<file path="config.mk">
export PLATFORM = sky130hd
export DESIGN_NAME = checker_mode_scan_flat
export DESIGN_NICKNAME = d
export VERILOG_FILES = /design/src/rtl/checker_mode_scan_if.sv /design/src/rtl/checker_mode_scan.sv /design/src/flat_wrapper.sv
export SDC_FILE = /design/constraint.sdc
export NUM_CORES = 1
export LEC_CHECK = 0
export CORE_ASPECT_RATIO = 1.4
export CORE_UTILIZATION = 35
export DETAILED_ROUTE_END_ITERATION = 7
export PLACE_DENSITY = 0.59
export SLEW_MARGIN = 0
export SYNTH_ARGS = -nofsm -noshare
export SYNTH_HDL_FRONTEND = slang
export SYNTH_SLANG_ARGS = --single-unit
</file>
<file path="constraint.sdc">
create_clock -name sys_clk -period 5.77 [get_ports sys_clk]
set_input_delay 1.154 -clock sys_clk [delete_from_list [all_inputs] [get_ports sys_clk]]
set_output_delay 1.154 -clock sys_clk [all_outputs]
set_load 0.03 [all_outputs]
</file>
<file path="src/rtl/checker_mode_scan_if.sv">
// -----------------------------------------------------------------------------
// checker_mode_scan_if
// Bundles the control-side (mode_*) and memory-side (mem_*) signals of the
// quad-word pattern scanner.
//   master : scanner view. Receives run requests, hit acks and read responses.
//            Drives the result pulses and data, and the memory read request.
//   slave  : environment view. Controller plus memory, with the opposite
//            directions.
// Signals:
//   mode_start  run request (low aborts)      mode_addr  byte start address
//   mode_ack    hit acknowledge               mode_end   scan complete pulse
//   mode_error  memory error pulse            mode_irq   hit pulse
//   mode_data   result word                   mem_req    read request
//   mem_addr    read byte address             mem_ack    read complete
//   mem_data    read data                     mem_err    read failed
// -----------------------------------------------------------------------------
interface checker_mode_scan_if;
  logic        mode_start;
  logic [63:0] mode_addr;
  logic        mode_ack;
  logic        mode_end;
  logic        mode_error;
  logic        mode_irq;
  logic [63:0] mode_data;
  logic        mem_req;
  logic [63:0] mem_addr;
  logic        mem_ack;
  logic [63:0] mem_data;
  logic        mem_err;

  modport master (
    input  mode_start, mode_addr, mode_ack, mem_ack, mem_data, mem_err,
    output mode_end, mode_error, mode_irq, mode_data, mem_req, mem_addr
  );

  modport slave (
    output mode_start, mode_addr, mode_ack, mem_ack, mem_data, mem_err,
    input  mode_end, mode_error, mode_irq, mode_data, mem_req, mem_addr
  );
endinterface

</file>
<file path="src/rtl/checker_mode_scan.sv">
// -----------------------------------------------------------------------------
// checker_mode_scan
// Reads SCAN_QWORDS consecutive quad words, starting at an 8-byte aligned
// address. It raises an interrupt for every word equal to MAGIC and waits for
// an acknowledge before it continues. At the end it reports the hit count. On
// a read error it reports the failing address.
// Ports:
//   sys_clk    single clock, rising edge
//   sys_rst_n  asynchronous active-low reset
//   bus        checker_mode_scan_if.master (control and memory signals)
// -----------------------------------------------------------------------------
module checker_mode_scan #(
  parameter logic [31:0] SCAN_QWORDS = 32'd512,
  parameter logic [63:0] MAGIC       = 64'hFEEDFACE_CAFEBEEF
) (
  input  logic                sys_clk,
  input  logic                sys_rst_n,
  checker_mode_scan_if.master bus
);

  typedef enum logic [1:0] {IDLE, REQ, HIT, DONE} state_t;

  state_t      state_q, state_d;
  logic [63:0] ptr_q, ptr_d;
  logic [31:0] remaining_q, remaining_d;
  logic [31:0] hits_q, hits_d;
  logic        drain_q, drain_d;
  logic        mem_req_q, mem_req_d;
  logic [63:0] mem_addr_q, mem_addr_d;
  logic        end_q, end_d;
  logic        error_q, error_d;
  logic        irq_q, irq_d;
  logic [63:0] data_q, data_d;
  logic [63:0] start_addr;
  logic        mem_resp;

  assign start_addr = bus.mode_addr & 64'hFFFF_FFFF_FFFF_FFF8;
  assign mem_resp   = bus.mem_ack | bus.mem_err;

  assign bus.mem_req    = mem_req_q;
  assign bus.mem_addr   = mem_addr_q;
  assign bus.mode_end   = end_q;
  assign bus.mode_error = error_q;
  assign bus.mode_irq   = irq_q;
  assign bus.mode_data  = data_q;

  // State and output registers. All outputs are registered, so reset clears
  // them at once without waiting for a clock edge.
  always_ff @(posedge sys_clk or negedge sys_rst_n) begin
    if (!sys_rst_n) begin
      state_q     <= IDLE;
      ptr_q       <= '0;
      remaining_q <= '0;
      hits_q      <= '0;
      drain_q     <= 1'b0;
      mem_req_q   <= 1'b0;
      mem_addr_q  <= '0;
      end_q       <= 1'b0;
      error_q     <= 1'b0;
      irq_q       <= 1'b0;
      data_q      <= '0;
    end else begin
      state_q     <= state_d;
      ptr_q       <= ptr_d;
      remaining_q <= remaining_d;
      hits_q      <= hits_d;
      drain_q     <= drain_d;
      mem_req_q   <= mem_req_d;
      mem_addr_q  <= mem_addr_d;
      end_q       <= end_d;
      error_q     <= error_d;
      irq_q       <= irq_d;
      data_q      <= data_d;
    end
  end

  // Next-state logic. The three result strobes default to zero, so each one
  // lasts exactly one cycle. Aborting with a read outstanding leaves mem_req
  // high, and the drain flag throws that read's result away.
  always_comb begin
    state_d     = state_q;
    ptr_d       = ptr_q;
    remaining_d = remaining_q;
    hits_d      = hits_q;
    drain_d     = drain_q;
    mem_req_d   = mem_req_q;
    mem_addr_d  = mem_addr_q;
    end_d       = 1'b0;
    error_d     = 1'b0;
    irq_d       = 1'b0;
    data_d      = data_q;

    if (drain_q && mem_resp) begin
      drain_d   = 1'b0;
      mem_req_d = 1'b0;
    end

    case (state_q)
      IDLE: begin
        if (bus.mode_start && !drain_q) begin
          ptr_d       = start_addr;
          remaining_d = SCAN_QWORDS;
          hits_d      = '0;
          mem_req_d   = 1'b1;
          mem_addr_d  = start_addr;
          state_d     = REQ;
        end
      end

      REQ: begin
        if (!bus.mode_start) begin
          state_d = IDLE;
          if (mem_resp) mem_req_d = 1'b0;
          else          drain_d   = 1'b1;
        end else if (bus.mem_err) begin
          mem_req_d = 1'b0;
          error_d   = 1'b1;
          data_d    = ptr_q;
          state_d   = DONE;
        end else if (bus.mem_ack) begin
          ptr_d       = ptr_q + 64'd8;
          remaining_d = remaining_q - 32'd1;
          if (bus.mem_data == MAGIC) begin
            data_d    = ptr_q;
            irq_d     = 1'b1;
            mem_req_d = 1'b0;
            state_d   = HIT;
            if (hits_q != 32'hFFFF_FFFF) hits_d = hits_q + 32'd1;
          end else if (remaining_q == 32'd1) begin
            data_d    = {32'b0, hits_q};
            end_d     = 1'b1;
            mem_req_d = 1'b0;
            state_d   = DONE;
          end else begin
            mem_addr_d = ptr_d;
          end
        end
      end

      HIT: begin
        if (!bus.mode_start) begin
          state_d = IDLE;
        end else if (bus.mode_ack) begin
          if (remaining_q == 32'd0) begin
            data_d  = {32'b0, hits_q};
            end_d   = 1'b1;
            state_d = DONE;
          end else begin
            mem_req_d  = 1'b1;
            mem_addr_d = ptr_q;
            state_d    = REQ;
          end
        end
      end

      DONE: begin
        if (!bus.mode_start) state_d = IDLE;
      end

      default: state_d = IDLE;
    endcase
  end

endmodule

</file>
<file path="src/flat_wrapper.sv">
// flat-port wrapper written by rule: the top's interface ports become plain ports
module checker_mode_scan_flat 
#(
  parameter logic [31:0] SCAN_QWORDS = 32'd512,
  parameter logic [63:0] MAGIC       = 64'hFEEDFACE_CAFEBEEF
)
  (sys_clk, sys_rst_n, bus_mode_start, bus_mode_addr, bus_mode_ack, bus_mem_ack, bus_mem_data, bus_mem_err, bus_mode_end, bus_mode_error, bus_mode_irq, bus_mode_data, bus_mem_req, bus_mem_addr);
  checker_mode_scan_if bus_i ();
  input  logic sys_clk;
  input  logic sys_rst_n;
  input wire logic [$bits(bus_i.mode_start)-1:0] bus_mode_start;
  input wire logic [$bits(bus_i.mode_addr)-1:0] bus_mode_addr;
  input wire logic [$bits(bus_i.mode_ack)-1:0] bus_mode_ack;
  input wire logic [$bits(bus_i.mem_ack)-1:0] bus_mem_ack;
  input wire logic [$bits(bus_i.mem_data)-1:0] bus_mem_data;
  input wire logic [$bits(bus_i.mem_err)-1:0] bus_mem_err;
  output wire logic [$bits(bus_i.mode_end)-1:0] bus_mode_end;
  output wire logic [$bits(bus_i.mode_error)-1:0] bus_mode_error;
  output wire logic [$bits(bus_i.mode_irq)-1:0] bus_mode_irq;
  output wire logic [$bits(bus_i.mode_data)-1:0] bus_mode_data;
  output wire logic [$bits(bus_i.mem_req)-1:0] bus_mem_req;
  output wire logic [$bits(bus_i.mem_addr)-1:0] bus_mem_addr;
  assign bus_i.mode_start = bus_mode_start;
  assign bus_i.mode_addr = bus_mode_addr;
  assign bus_i.mode_ack = bus_mode_ack;
  assign bus_i.mem_ack = bus_mem_ack;
  assign bus_i.mem_data = bus_mem_data;
  assign bus_i.mem_err = bus_mem_err;
  assign bus_mode_end = bus_i.mode_end;
  assign bus_mode_error = bus_i.mode_error;
  assign bus_mode_irq = bus_i.mode_irq;
  assign bus_mode_data = bus_i.mode_data;
  assign bus_mem_req = bus_i.mem_req;
  assign bus_mem_addr = bus_i.mem_addr;
  checker_mode_scan #(.SCAN_QWORDS(SCAN_QWORDS), .MAGIC(MAGIC)) u_core (.sys_clk(sys_clk), .sys_rst_n(sys_rst_n), .bus(bus_i));
endmodule
</file>
; ---- Word-level counts from Yosys, hierarchy flattened
; Index checks and enable logic that the tools add are counted.
[word_totals]
regBits = 263
inputBits = 134
out_inout_bits = 132
wordCells = 131
[op_classes]
n_addsub = 3
n_eq_ne = 24
mux = 79
bitwise_logic = 1
n_reduce_logical = 13
[op_table]
columns = operator, count
row1 = 64-bit 2-to-1 mux, 20
row2 = 32-bit 2-to-1 mux, 10
row3 = 64-bit case mux with 2 select lines, 2
row4 = 64-bit case mux with 3 select lines, 1
row5 = 32-bit case mux with 2 select lines, 2
row6 = "64-bit by 4-bit adder with 64-bit output, second input constant", 1
row7 = "64-bit == test, second input constant", 1
row8 = "32-bit by 1-bit adder with 32-bit output, second input constant", 1
row9 = "32-bit by 1-bit == test with 1-bit output, second input constant", 1
row10 = 32-bit logical NOT, 1
row11 = "32-bit inequality test, second input constant", 1
row12 = "32-bit by 1-bit subtractor with 32-bit output, second input constant", 1
row13 = 1-bit 2-to-1 mux, 31
row14 = 2-bit 2-to-1 mux, 10
row15 = "2-bit inequality test, second input constant", 9
row16 = 7-bit AND reduction, 2
row17 = 10-bit AND reduction, 1
row18 = 5-bit AND reduction, 2
row19 = "2-bit by 1-bit inequality test with 1-bit output, second input constant", 4
row20 = 2-bit case mux with 4 select lines, 1
row21 = "3-bit inequality test, second input constant", 2
row22 = "5-bit by 3-bit inequality test with 1-bit output, second input constant", 1
row23 = "2-bit == test, second input constant", 2
row24 = "4-bit by 2-bit inequality test with 1-bit output, second input constant", 1
row25 = other kinds (10), 12

; ---- Longest topological paths before layout
; Gate-level depths: netlist (run 1).
[logic_depth]
word_depth = 9
depth_mapped = 11
ltp_nobuf = 9

; ---- Worst setup path before layout (run 1)
; OpenSTA, ideal clock, no wires.
[synth_timing]
path_type = input-to-reg
startpoint = in bus_mem_data[26]
endpoint = reg u_core.data_q[47] (netlist: u_core.bus.mode_data[47])
setup_ps = 66
arrival_ps = 3129
required_time_ps = 5704
path_slack_ps = 2575
stages = 9
path_buffers = 3
path_cell_list = nand4bb_1 > nor4_1 > nand4_1 > buf_2 > a21oi_1 > clkbuf_1 > clkbuf_1 > nand3_1 > nand2_1
[synth_between]
elab_chain_len = 6
elab_cells_between_ends = 8
classes_between = eq/ne (2) / mux (5) / reduce/logical (1)
[synth_rtl]
columns = item, line_no
row1 = "start, declared", flat_wrapper.sv:15  ; input wire logic [$bits(bus_i.mem_data)-1:0] bus_mem_data;
row2 = 64-bit == test *, checker_mode_scan.sv:123  ; if (bus.mem_data == MAGIC) begin
row3 = 64-bit 2-to-1 mux, checker_mode_scan.sv:123
row4 = 64-bit 2-to-1 mux, checker_mode_scan.sv:120  ; end else if (bus.mem_ack) begin
row5 = 64-bit 2-to-1 mux, checker_mode_scan.sv:115  ; end else if (bus.mem_err) begin
row6 = 64-bit 2-to-1 mux, checker_mode_scan.sv:111  ; if (!bus.mode_start) begin
row7 = 64-bit case mux with 2 select lines, checker_mode_scan.sv:98  ; case (state_q)
row8 = "end signal, assigned", checker_mode_scan.sv:73  ; data_q <= data_d;
row9 = "end, declared", checker_mode_scan.sv:33  ; logic [63:0] data_q, data_d;
; Every way passes the cells marked *; elsewhere a longest branch is shown, timed or not. The select of a mux whose other input is x is not followed.
; A chain may end at the register's enable or synchronous reset.

; ---- Worst setup path after layout (run 1)
[layout_timing]
startpoint = in bus_mem_data[23]
endpoint = reg u_core.data_q[41] (netlist: u_core.bus.mode_data[41])
; The elaborated chain is that of the path after synthesis.

==> results.md, run 1 <==
- Hold Crit Depth: 2
- TNS Setup: 0 ps
- Status: finished clean
- CP peak stage delay: a little under 800 ps
- Worst hold slack: 465 ps
- Most frequent cell after synthesis: dfrtp_1
- Hold Vio Cnt, Final: 0
- Post-synth EDFFs: 0
- Dominant synthesized flop cell: dfrtp_1
- Pre-antenna DRT Iters: 8
- Multi-input gate area: about 7400 sq um
- Share of the synthesized area in the top cell type: 0.443
- CTS Root Buffer Type: clkbuf_16
- Yosys warnings: 0
- Minimum clock period: 3770 ps
- Clock Latency Late Sink: 560 ps
- CTS resizes: 0
- Initial antenna violation count: 0
- Layout cells sized above 1: 0.0557
- Clock tree buffer depth: 3
- RD Place Congestion: roughly 0.91
- Total of max-cap violations: 0
- Seq/Total Area, Yosys: 0.443
- RSZ-0062 raised after global routing: no
- Fin cells: 2443
- DRT iter0 DRCs: about 1100
- Netlist area before placement: 14600 sq um
- CP Cell Sequence: clkdlybuf4s50_1 -> nand4_1 -> nor4_1 -> nand4_1 -> buf_4 -> a21oi_1 -> o211a_1 -> buf_4 -> nand3_1 -> nand2_1
- Gr usage total: 0.233
- Antenna-violating nets left: 0
- Port buffer count: around 260
- Pre-CTS setup slack: approximately 1400 ps
- Register area: 6460 sq um
- Clock skew: between 10 and 15 ps
- Nets: 2024
- CP Max Fanout: 23
- CTS clk-pin slew, worst paths: 60 ps
- Unique masters post-synth: 71
- Hold-fix buffers at CTS: 0
- Mean area per synthesized cell: 8.48 sq um
- Yosys reg bits: 258
- Floorplan die height: 243 um
- Critical path depth: 10
- Max transition margin: 0.262
- CTS Buf Count: 28
- Ranking of synthesized cells by area: dfrtp_1 44%, nand2_1 6.2%, o21ai_0 5.9%, a21oi_1 4.3%, nor2_1 3.5%
- Synth top cells by count: 258 x dfrtp_1, 242 x nand2_1, 172 x o21ai_0, 136 x nor2_1, 126 x a21oi_1
- Critical Path RT: 6260 ps
- First-pass GRT wire length: 77900 um
- Drt via density: 5.68
- Die ar.: 42400 sq um
- Post-CTS Setup Bufs: 0
- CTS tree: built
- Critical Path End Type: flip-flop
- Vias in the first global route: 13700
- Crit-path leading delay family: compound AO/OA/AOI/OAI gates
- Worst reg2reg setup slack: 2280 ps
- Dominant cell type by area after synthesis: dfrtp_1
- Final setup fails: 0
- Worst vdd ir: 0.295 mV
- Syn-to-layout area delta: 27.5%
- Pleak: 7.65 nW
- Chip width: 174 um
- Vias after detailed routing: 13900
- H-tree depth: 1
- Gr ovfl total: 0
- Fmax: about 270 MHz
- Num ports: between 200 and 300
- FF-to-FF path depth: 8
- Hold crit path type: reg -> reg
- Final worst slack: 2000 ps
- WS Path Type: in -> reg
- Ys async rst share: 1.00
- Clock sinks: 258
- Critical path's slowest cell: o211a_1
- N_diodes: 0
- Crit start category: input port
- Worst Max-Slew Pin Slew: 1100 ps
- Post-synthesis instance total: ~1700
- Period Utilization, post-route: 0.654
- Buf/Inv on CP: 3
- Power per cell area: 555 nW/um^2
- Num rows: 88
- DPL Wire Length: 35300 um
- Initial core utilization: 0.355
- Core ar.: between 40000 and 50000 sq um
- Crit path DAT: 4260 ps
- Syn_nets: 1860
- Slew Limit Fails: 0
- Wire per inst: around 20 um
- Maximum number of pins on one net before global-route repair: 109
- Placed cells: 2391
- Fillers: 3974
- Residual DRC: 0
- Routed WL: ~50000 um
## kinds of logic after synthesis
family / after synthesis / share of synthesized area
xor gates and xnor gates: 72 / 0.0433
adders and majority gates: 9 / 0.00773
DFF: 258 / 0.443
AOI/OAI and AO/OA: 467 / 0.194
buffers and inverters: 190 / 0.0524
and+or+nand+nor: 672 / 0.225
muxes: 49 / 0.0338
## routing by layer
layer | GRT usage | part of all wire
met5 | 0 | 0
met4 | 0.106 | 0.045
met3 | 0.0254 | 0.054
met2 | 0.418 | 0.51
met1 | 0.277 | 0.39
## worst register-to-register path, delay by kind of cell (launching register included)
| kind | cells | cell delay, ps |
|---|---|---|
| AND/OR/NAND/NOR | 4 | 1950 |
| flip-flops | 1 | 570 |
| AO/OA/AOI/OAI | 2 | 400 |
| adder cells (fa/ha/maj) | 1 | 310 |
| XOR/XNOR | 1 | 130 |
## registers in the layout, summed over array words and instances, names as in the netlist
signal / cells
u_core.bus.mode_data: 64
u_core.drain_q: 1
u_core.bus.mem_addr: 62
u_core.bus.mem_req: 1
u_core.bus.mode_error: 1
u_core.state_q: 2
u_core.remaining_q: 32
u_core.bus.mode_irq: 1
u_core.ptr_q: 61
u_core.bus.mode_end: 1
u_core.hits_q: 32
## where the power goes
part	internal [mW]	switching, mW	total, mW
clock network	1.26	0.779	2.04
logic	1.85	3.09	4.94
registers	2.47	0.861	3.33
## layout make-up
cell class / count / share of cell area
inverters: 37 / 0.00748
flip-flops and latches: 258 / 0.348
clock buffers: 35 / 0.0414
repair buffers: 287 / 0.153
clock inverters: 17 / 0.0148
well taps: 540 / 0.0364
multi-input cells: 1269 / 0.400
## metrics by stage
stage	total power [mW]	instance area, sq um	util
floorplan	6.37	14600	-
global placement	8.18	17500	0.427
detailed placement	8.28	17500	0.427
CTS	10.4	18600	0.452
global route	11.0	18600	0.452
finish	10.3	18600	0.452
## placed cells by master, fill, tap and decap left out, types with 13 or more instances in the layout
cell and count:
nor2_1 135, dfrtp_1 258, a21oi_1 125, and3_1 26, buf_4 23, clkdlybuf4s50_1 261, nand3_1 90, nor4_1 20
nor3_1 36, nand4_1 42, a221oi_1 24, inv_1 37, nand2_1 242, xor2_1 34, xnor2_1 38, mux2i_1 48
a22oi_1 13, o31ai_1 23, clkbuf_16 29, o21ai_0 172, o22ai_1 27
## final timing paths
kind                                                      start                                   end
max                                            bus_mem_data[23]  u_core.bus.mode_data[41]$_DFFE_PN0P_
min                        u_core.bus.mode_data[50]$_DFFE_PN0P_  u_core.bus.mode_data[50]$_DFFE_PN0P_
min in group asynchronous                             sys_rst_n   u_core.bus.mode_data[0]$_DFFE_PN0P_
max reg2reg                         u_core.ptr_q[3]$_DFFE_PN0P_   u_core.bus.mem_addr[55]$_DFFE_PN0P_
min reg2reg                u_core.bus.mode_data[50]$_DFFE_PN0P_  u_core.bus.mode_data[50]$_DFFE_PN0P_
max in group asynchronous                             sys_rst_n          u_core.ptr_q[55]$_DFFE_PN0P_
No activity file was read; power rests on OpenSTA's default activity.
==> inputs of run 2 (changes only) <==
- clock period: 5.77 -> 3.95 ns (I/O delays scaled with it)
==> run 2 against run 1 <==
Global-route usage fell by 0.27 points; combinational power grew 49%; largest power group unchanged; clock-buffer cell count increased by 2; utilization increased by 0.48 points; highest routed layer unchanged; sequential share of layout area shrank 0.36 points; final area rose by 1.1%.
==> results.md, run 2 (same netlist as run 1, synthesis figures left out) <==
- Pleak: 7.77 nW
- DRT iter0 DRCs: ~1000
- Period Utilization, post-route: 0.799
- Gr ovfl total: 0
- RD Place Congestion: 0.888
- Switching pwr: 6.91 mW
- RSZ-0062 raised after global routing: no
- Power Total: ~15 mW
- TNS Setup: 0 ps
- Maximum number of pins on one net before global-route repair: 137
- Clock power share: 0.192
- Util after Layout: 0.457
- Port buffer count: 262
- Max transition margin: 0.311
- Internal: between 8 and 9 mW
- Critical Path RT: 4370 ps
- Initial antenna violation count: 1
- Layout cells sized above 1: 0.0635
- Gr usage total: 0.230
- Most common cell after layout, fill and taps aside: clkdlybuf4s50_1
- Residual DRC: 0
- Final setup fails: 0
- Antenna-violating nets left: 0
- Syn-to-layout area delta: 28.9%
- Core ar.: 41100 sq um
- WS Path Type: reg -> reg
- Placed cells: 2410
- Die ar.: 42400 sq um
- Fillers: between 3000 and 4000
- R2R Path End: u_core.bus.mem_addr[59]$_DFFE_PN0P_
- H-tree depth: 1
- Worst hold slack: 183 ps
- Logic pwr share: 0.487
- CTS Buf Count: 27
- Initial core utilization: 0.355
- FF-to-FF path depth: 8
- Power per cell area: 803 nW/um^2
- Crit path DAT: 3580 ps
- Hold Vio Cnt, Final: 0
- Vias after detailed routing: roughly 14000
- Fmax: approximately 320 MHz
- Clock tree buffer depth: 3
- Reg2reg start: u_core.ptr_q[3]$_DFFE_PN0P_
- CTS resizes: 0
- Worst Max-Slew Pin Slew: 1030 ps
- Fin cells: 2461
- Final worst slack: between 700 and 800 ps
- Drt via density: between 5 and 6
- Num ports: 266
- CP Max Fanout: 13
- DPL Wire Length: roughly 35000 um
- Post-DP Area: 17800 sq um
- Num rows: 88
- Worst vdd ir: 0.410 mV
- Chip width: 174 um
- Hold crit path type: in -> async
- Max FFs per register: 64
- CTS Root Buffer Type: clkbuf_16
- Design area: 18800 sq um
- Commonest cells after routing, fill and taps aside: 261 x clkdlybuf4s50_1, 258 x dfrtp_1, 242 x nand2_1, 172 x o21ai_0, 135 x nor2_1
- First-pass GRT wire length: 76900 um
- Flop pwr share: 0.321
- Clock sinks: 258
- Total of max-cap violations: 0
- Minimum clock period: 3160 ps
- Floorplan die height: approximately 240 um
- Nets: 2042
- Status: finished clean
- Hold-fix buffers at CTS: 0
- Worst setup path end: u_core.bus.mem_addr[59]$_DFFE_PN0P_
- Crit start category: flip-flop
- Post-CTS Setup Bufs: 0
- Switching share of power: 0.458
- Pre-CTS setup slack: 374 ps
- Vias in the first global route: 13600
- Routed WL: 49200 um
- Clock Latency Late Sink: 570 ps
- Clock skew: 23.6 ps
- Slew Limit Fails: 0
- CTS clk-pin slew, worst paths: about 70 ps
- Critical Path End Type: flip-flop
- Worst reg2reg setup slack: 790 ps
- Pre-antenna DRT Iters: 5
- CTS tree: built
- Wire per inst: 20.0 um
- CP startpoint: u_core.ptr_q[3]$_DFFE_PN0P_
## run 2: cell count changes in the layout (fill, tap and decap cells not counted)
cell	previous run	this run
clkinv_2	5	3
nor4_1	20	21
bufinv_16	7	6
nor4_2	5	4
clkbuf_8	2	6
clkbuf_16	29	27
buf_12	2	10
buf_4	23	34
clkinvlp_4	3	2
diode_2	0	1
## run 2: how the worst min path moves through the flow
stage / from / endpoint / slack (ps) / depth (start not counted)
6_report: sys_rst_n / u_core.bus.mode_data[2]$_DFFE_PN0P_ / 180 / 1
5_1_grt: sys_rst_n / u_core.bus.mode_data[0]$_DFFE_PN0P_ / 240 / 1
4_1_cts: sys_rst_n / u_core.bus.mode_data[0]$_DFFE_PN0P_ / 220 / 1
3_5_place_dp: u_core.bus.mode_data[55]$_DFFE_PN0P_ / u_core.bus.mode_data[55]$_DFFE_PN0P_ / 460 / 2
3_3_place_gp: u_core.bus.mode_data[45]$_DFFE_PN0P_ / u_core.bus.mode_data[45]$_DFFE_PN0P_ / 450 / 2
2_1_floorplan: sys_rst_n / u_core.bus.mem_addr[10]$_DFFE_PN0P_ / 490 / 0
## run 2: per-layer routing
metal  GRT usage  vias to the layer above  share of wire
met5           0                        -              0
met4       0.106                        0          0.042
met3      0.0279                       96          0.049
met2       0.406                      446           0.51
met1       0.278                     6695           0.40
li1            -                     6526              -
## run 2: cell type report
class	instances	area [sq um]	area share
diodes	1	2.50	0.000133
well taps	540	676	0.0360
clock buffers	37	773	0.0412
flip-flops and latches	258	6460	0.344
clock inverters	13	228	0.0121
multi-input cells	1269	7420	0.395
inverters	37	139	0.00740
repair buffers	306	3080	0.164
## run 2: worst max-delay path, stage by stage (launching register included)
cell	delay [ps]
dfrtp_1	570
ha_1	320
nand4_1	260
nor4_1	300
and4b_1	630
nand2_1	210
xnor2_1	170
a221oi_1	370
o21ai_0	150
## run 2: power groups by stage
| stage | logic (mW) | registers [mW] | clock network [mW] |
|---|---|---|---|
| 2_1_floorplan | 4.06 | 5.24 | 0 |
| 3_3_place_gp | 7.25 | 4.81 | 0 |
| 3_5_place_dp | 7.35 | 4.85 | 0 |
| 4_1_cts | 7.37 | 4.81 | 2.97 |
| 5_1_grt | 7.99 | 4.97 | 3.07 |
| 6_report | 7.34 | 4.84 | 2.90 |
==> inputs of run 3 (changes only) <==
- clock period: 3.95 -> 3.3 ns (I/O delays scaled with it)
==> run 3 against run 2 <==
Final area increased by 1.9%; fmax increased by 8.6%; final cell count increased by 1.6%; worst setup slack got worse by 400 ps; register-to-register slack got worse by 400 ps; largest power group unchanged; critical path type unchanged.
==> results.md, run 3 (same netlist as run 1, synthesis figures left out) <==
- Worst Max-Slew Pin Slew: 973 ps
- WS Path Type: reg -> reg
- Switching pwr: 8.40 mW
- Core ar.: 41100 sq um
- Final setup fails: 0
- Fin cells: around 2500
- Total of max-cap violations: 0
- Status: finished clean
- CTS resizes: 0
- Initial antenna violation count: 0
- CP startpoint: u_core.ptr_q[38]$_DFFE_PN0P_
- Maximum number of pins on one net before global-route repair: 111
- Pre-antenna DRT Iters: 6
- Worst vdd ir: 0.760 mV
- Num ports: 266
- Buf/Inv on CP: 0
- Nets: 2082
- Port buffer count: 262
- Final worst slack: 394 ps
- Hold crit path type: in -> async
- Initial core utilization: 0.355
- Power per cell area: 969 nW/um^2
- Gr usage total: 0.234
- Worst reg2reg setup slack: just under 400 ps
- FF-to-FF path depth: 7
- Layout cells sized above 1: 0.0821
- DPL Wire Length: around 36000 um
- Max FFs per register: 64
- Logic pwr share: 0.506
- Most common cell after layout, fill and taps aside: clkdlybuf4s50_1
- Pre-CTS setup slack: -176 ps
- Routed WL: around 50000 um
- Critical Path RT: 3740 ps
- Residual DRC: 0
- CP Max Fanout: 8
- H-tree depth: 1
- CTS Root Buffer Type: clkbuf_16
- Post-CTS Setup Bufs: 0
- Chip width: ~170 um
- First-pass GRT wire length: 78200 um
- Power Total: 18.5 mW
- Placed cells: 2448
- CTS clk-pin slew, worst paths: 60 ps
- Switching share of power: 0.453
- CTS tree: built
- Wire per inst: about 20 um
- CTS Buf Count: 29
- Clock sinks: 258
- Antenna-violating nets left: 0
- Reg2reg start: u_core.ptr_q[38]$_DFFE_PN0P_
- Commonest cells after routing, fill and taps aside: 261 x clkdlybuf4s50_1, 258 x dfrtp_1, 242 x nand2_1, 172 x o21ai_0, 135 x nor2_1
- Clock tree buffer depth: 3
- Crit path DAT: about 3300 ps
- Vias in the first global route: between 10000 and 15000
- Die ar.: 42400 sq um
- Pleak: 7.98 nW
- Vias after detailed routing: 14000
- Critical path depth: 7
- Fillers: 3952
- Clock power share: 0.192
- Crit-path leading delay family: simple AND/OR/NAND/NOR gates
- Critical Path End Type: flip-flop
- CP peak stage delay: 700 ps
- Critical path's slowest cell: nor4_1
- Syn-to-layout area delta: 31.4%
- Util after Layout: 0.466
- Flop pwr share: 0.301
- Max transition margin: 0.350
- Hold Vio Cnt, Final: 0
- N_diodes: 0
- Internal: 10.1 mW
- RSZ-0062 raised after global routing: no
- Gr ovfl total: 0
- RD Place Congestion: around 0.90
- Worst setup path end: u_core.bus.mem_addr[60]$_DFFE_PN0P_
- Floorplan die height: ~240 um
- Crit start category: flip-flop
- Slew Limit Fails: 0
- Fmax: around 340 MHz
- R2R Path End: u_core.bus.mem_addr[60]$_DFFE_PN0P_
- Clock Latency Late Sink: 560 ps
- Drt via density: around 5.6
- CP Cell Sequence: nand4_1 -> nor4_1 -> and4_1 -> nand3_1 -> xnor2_1 -> a221oi_1 -> o31ai_1
- Hold-fix buffers at CTS: 0
- DRT iter0 DRCs: 1165
- Period Utilization, post-route: 0.880
- Clock skew: 13.4 ps
- Num rows: 88
- Minimum clock period: a little under 3000 ps
==> run 3: cell types whose count changed in the layout (fill, tap and decap cells not counted), sizes merged <==
cell      delta
diode        -1
buf         +38
inv          -1
clkinvlp     +1
clkbuf       +3
==> run 3: worst register-to-register path, stage by stage (launching register included) <==
cell      delay (ps)
dfrtp_1          520
nand4_1          300
nor4_1           700
and4_1           450
nand3_1          180
xnor2_1          160
a221oi_1         360
o31ai_1          110
==> run 3: how the worst min path moves through the flow <==
stage	startpoint	end	slack, ps	depth (start not counted)
5_1_grt	sys_rst_n	u_core.bus.mode_data[30]$_DFFE_PN0P_	30	1
3_3_place_gp	u_core.bus.mode_data[48]$_DFFE_PN0P_	u_core.bus.mode_data[48]$_DFFE_PN0P_	450	2
6_report	sys_rst_n	u_core.remaining_q[10]$_DFFE_PN0P_	10	1
2_1_floorplan	sys_rst_n	u_core.bus.mem_addr[10]$_DFFE_PN0P_	360	0
3_5_place_dp	u_core.bus.mode_data[40]$_DFFE_PN0P_	u_core.bus.mode_data[40]$_DFFE_PN0P_	460	2
4_1_cts	sys_rst_n	u_core.remaining_q[20]$_DFFE_PN0P_	10	1
==> run 3: metrics by stage <==
stage	TNS (ps)	area (sq um)	hold slack [ps]
2_1_floorplan	0	14600	364
3_3_place_gp	-9010	18100	451
3_5_place_dp	-10170	18100	455
4_1_cts	0	19100	10.6
5_1_grt	0	19100	28.3
6_report	0	19100	12.0
==> run 3: layer usage <==
| metal | global-route usage | vias to the layer above | part of all wire |
|---|---|---|---|
| li1 | - | 6603 | - |
| met1 | 0.282 | 6742 | 0.39 |
| met2 | 0.408 | 495 | 0.50 |
| met3 | 0.0218 | 120 | 0.050 |
| met4 | 0.130 | 0 | 0.054 |
| met5 | 0 | - | 0 |
==> run 3: area by class of cell <==
class	instances	area, sq um	area share
clock buffer	40	817	0.0427
clock inverter	13	223	0.0116
inverter	37	139	0.00726
multi-input combinational	1269	7420	0.388
sequential	258	6460	0.337
tap	540	676	0.0353
timing repair buffer	344	3410	0.178
==> run 3: power groups by stage <==
stage	Clock (mW)	Combinational [mW]	Sequential [mW]
after floorplan	0	4.86	6.27
after CTS	3.63	9.40	5.56
final	3.56	9.39	5.58
after detailed placement	0	9.37	5.61
after global routing	3.75	10.2	5.74
after global placement	0	9.23	5.57
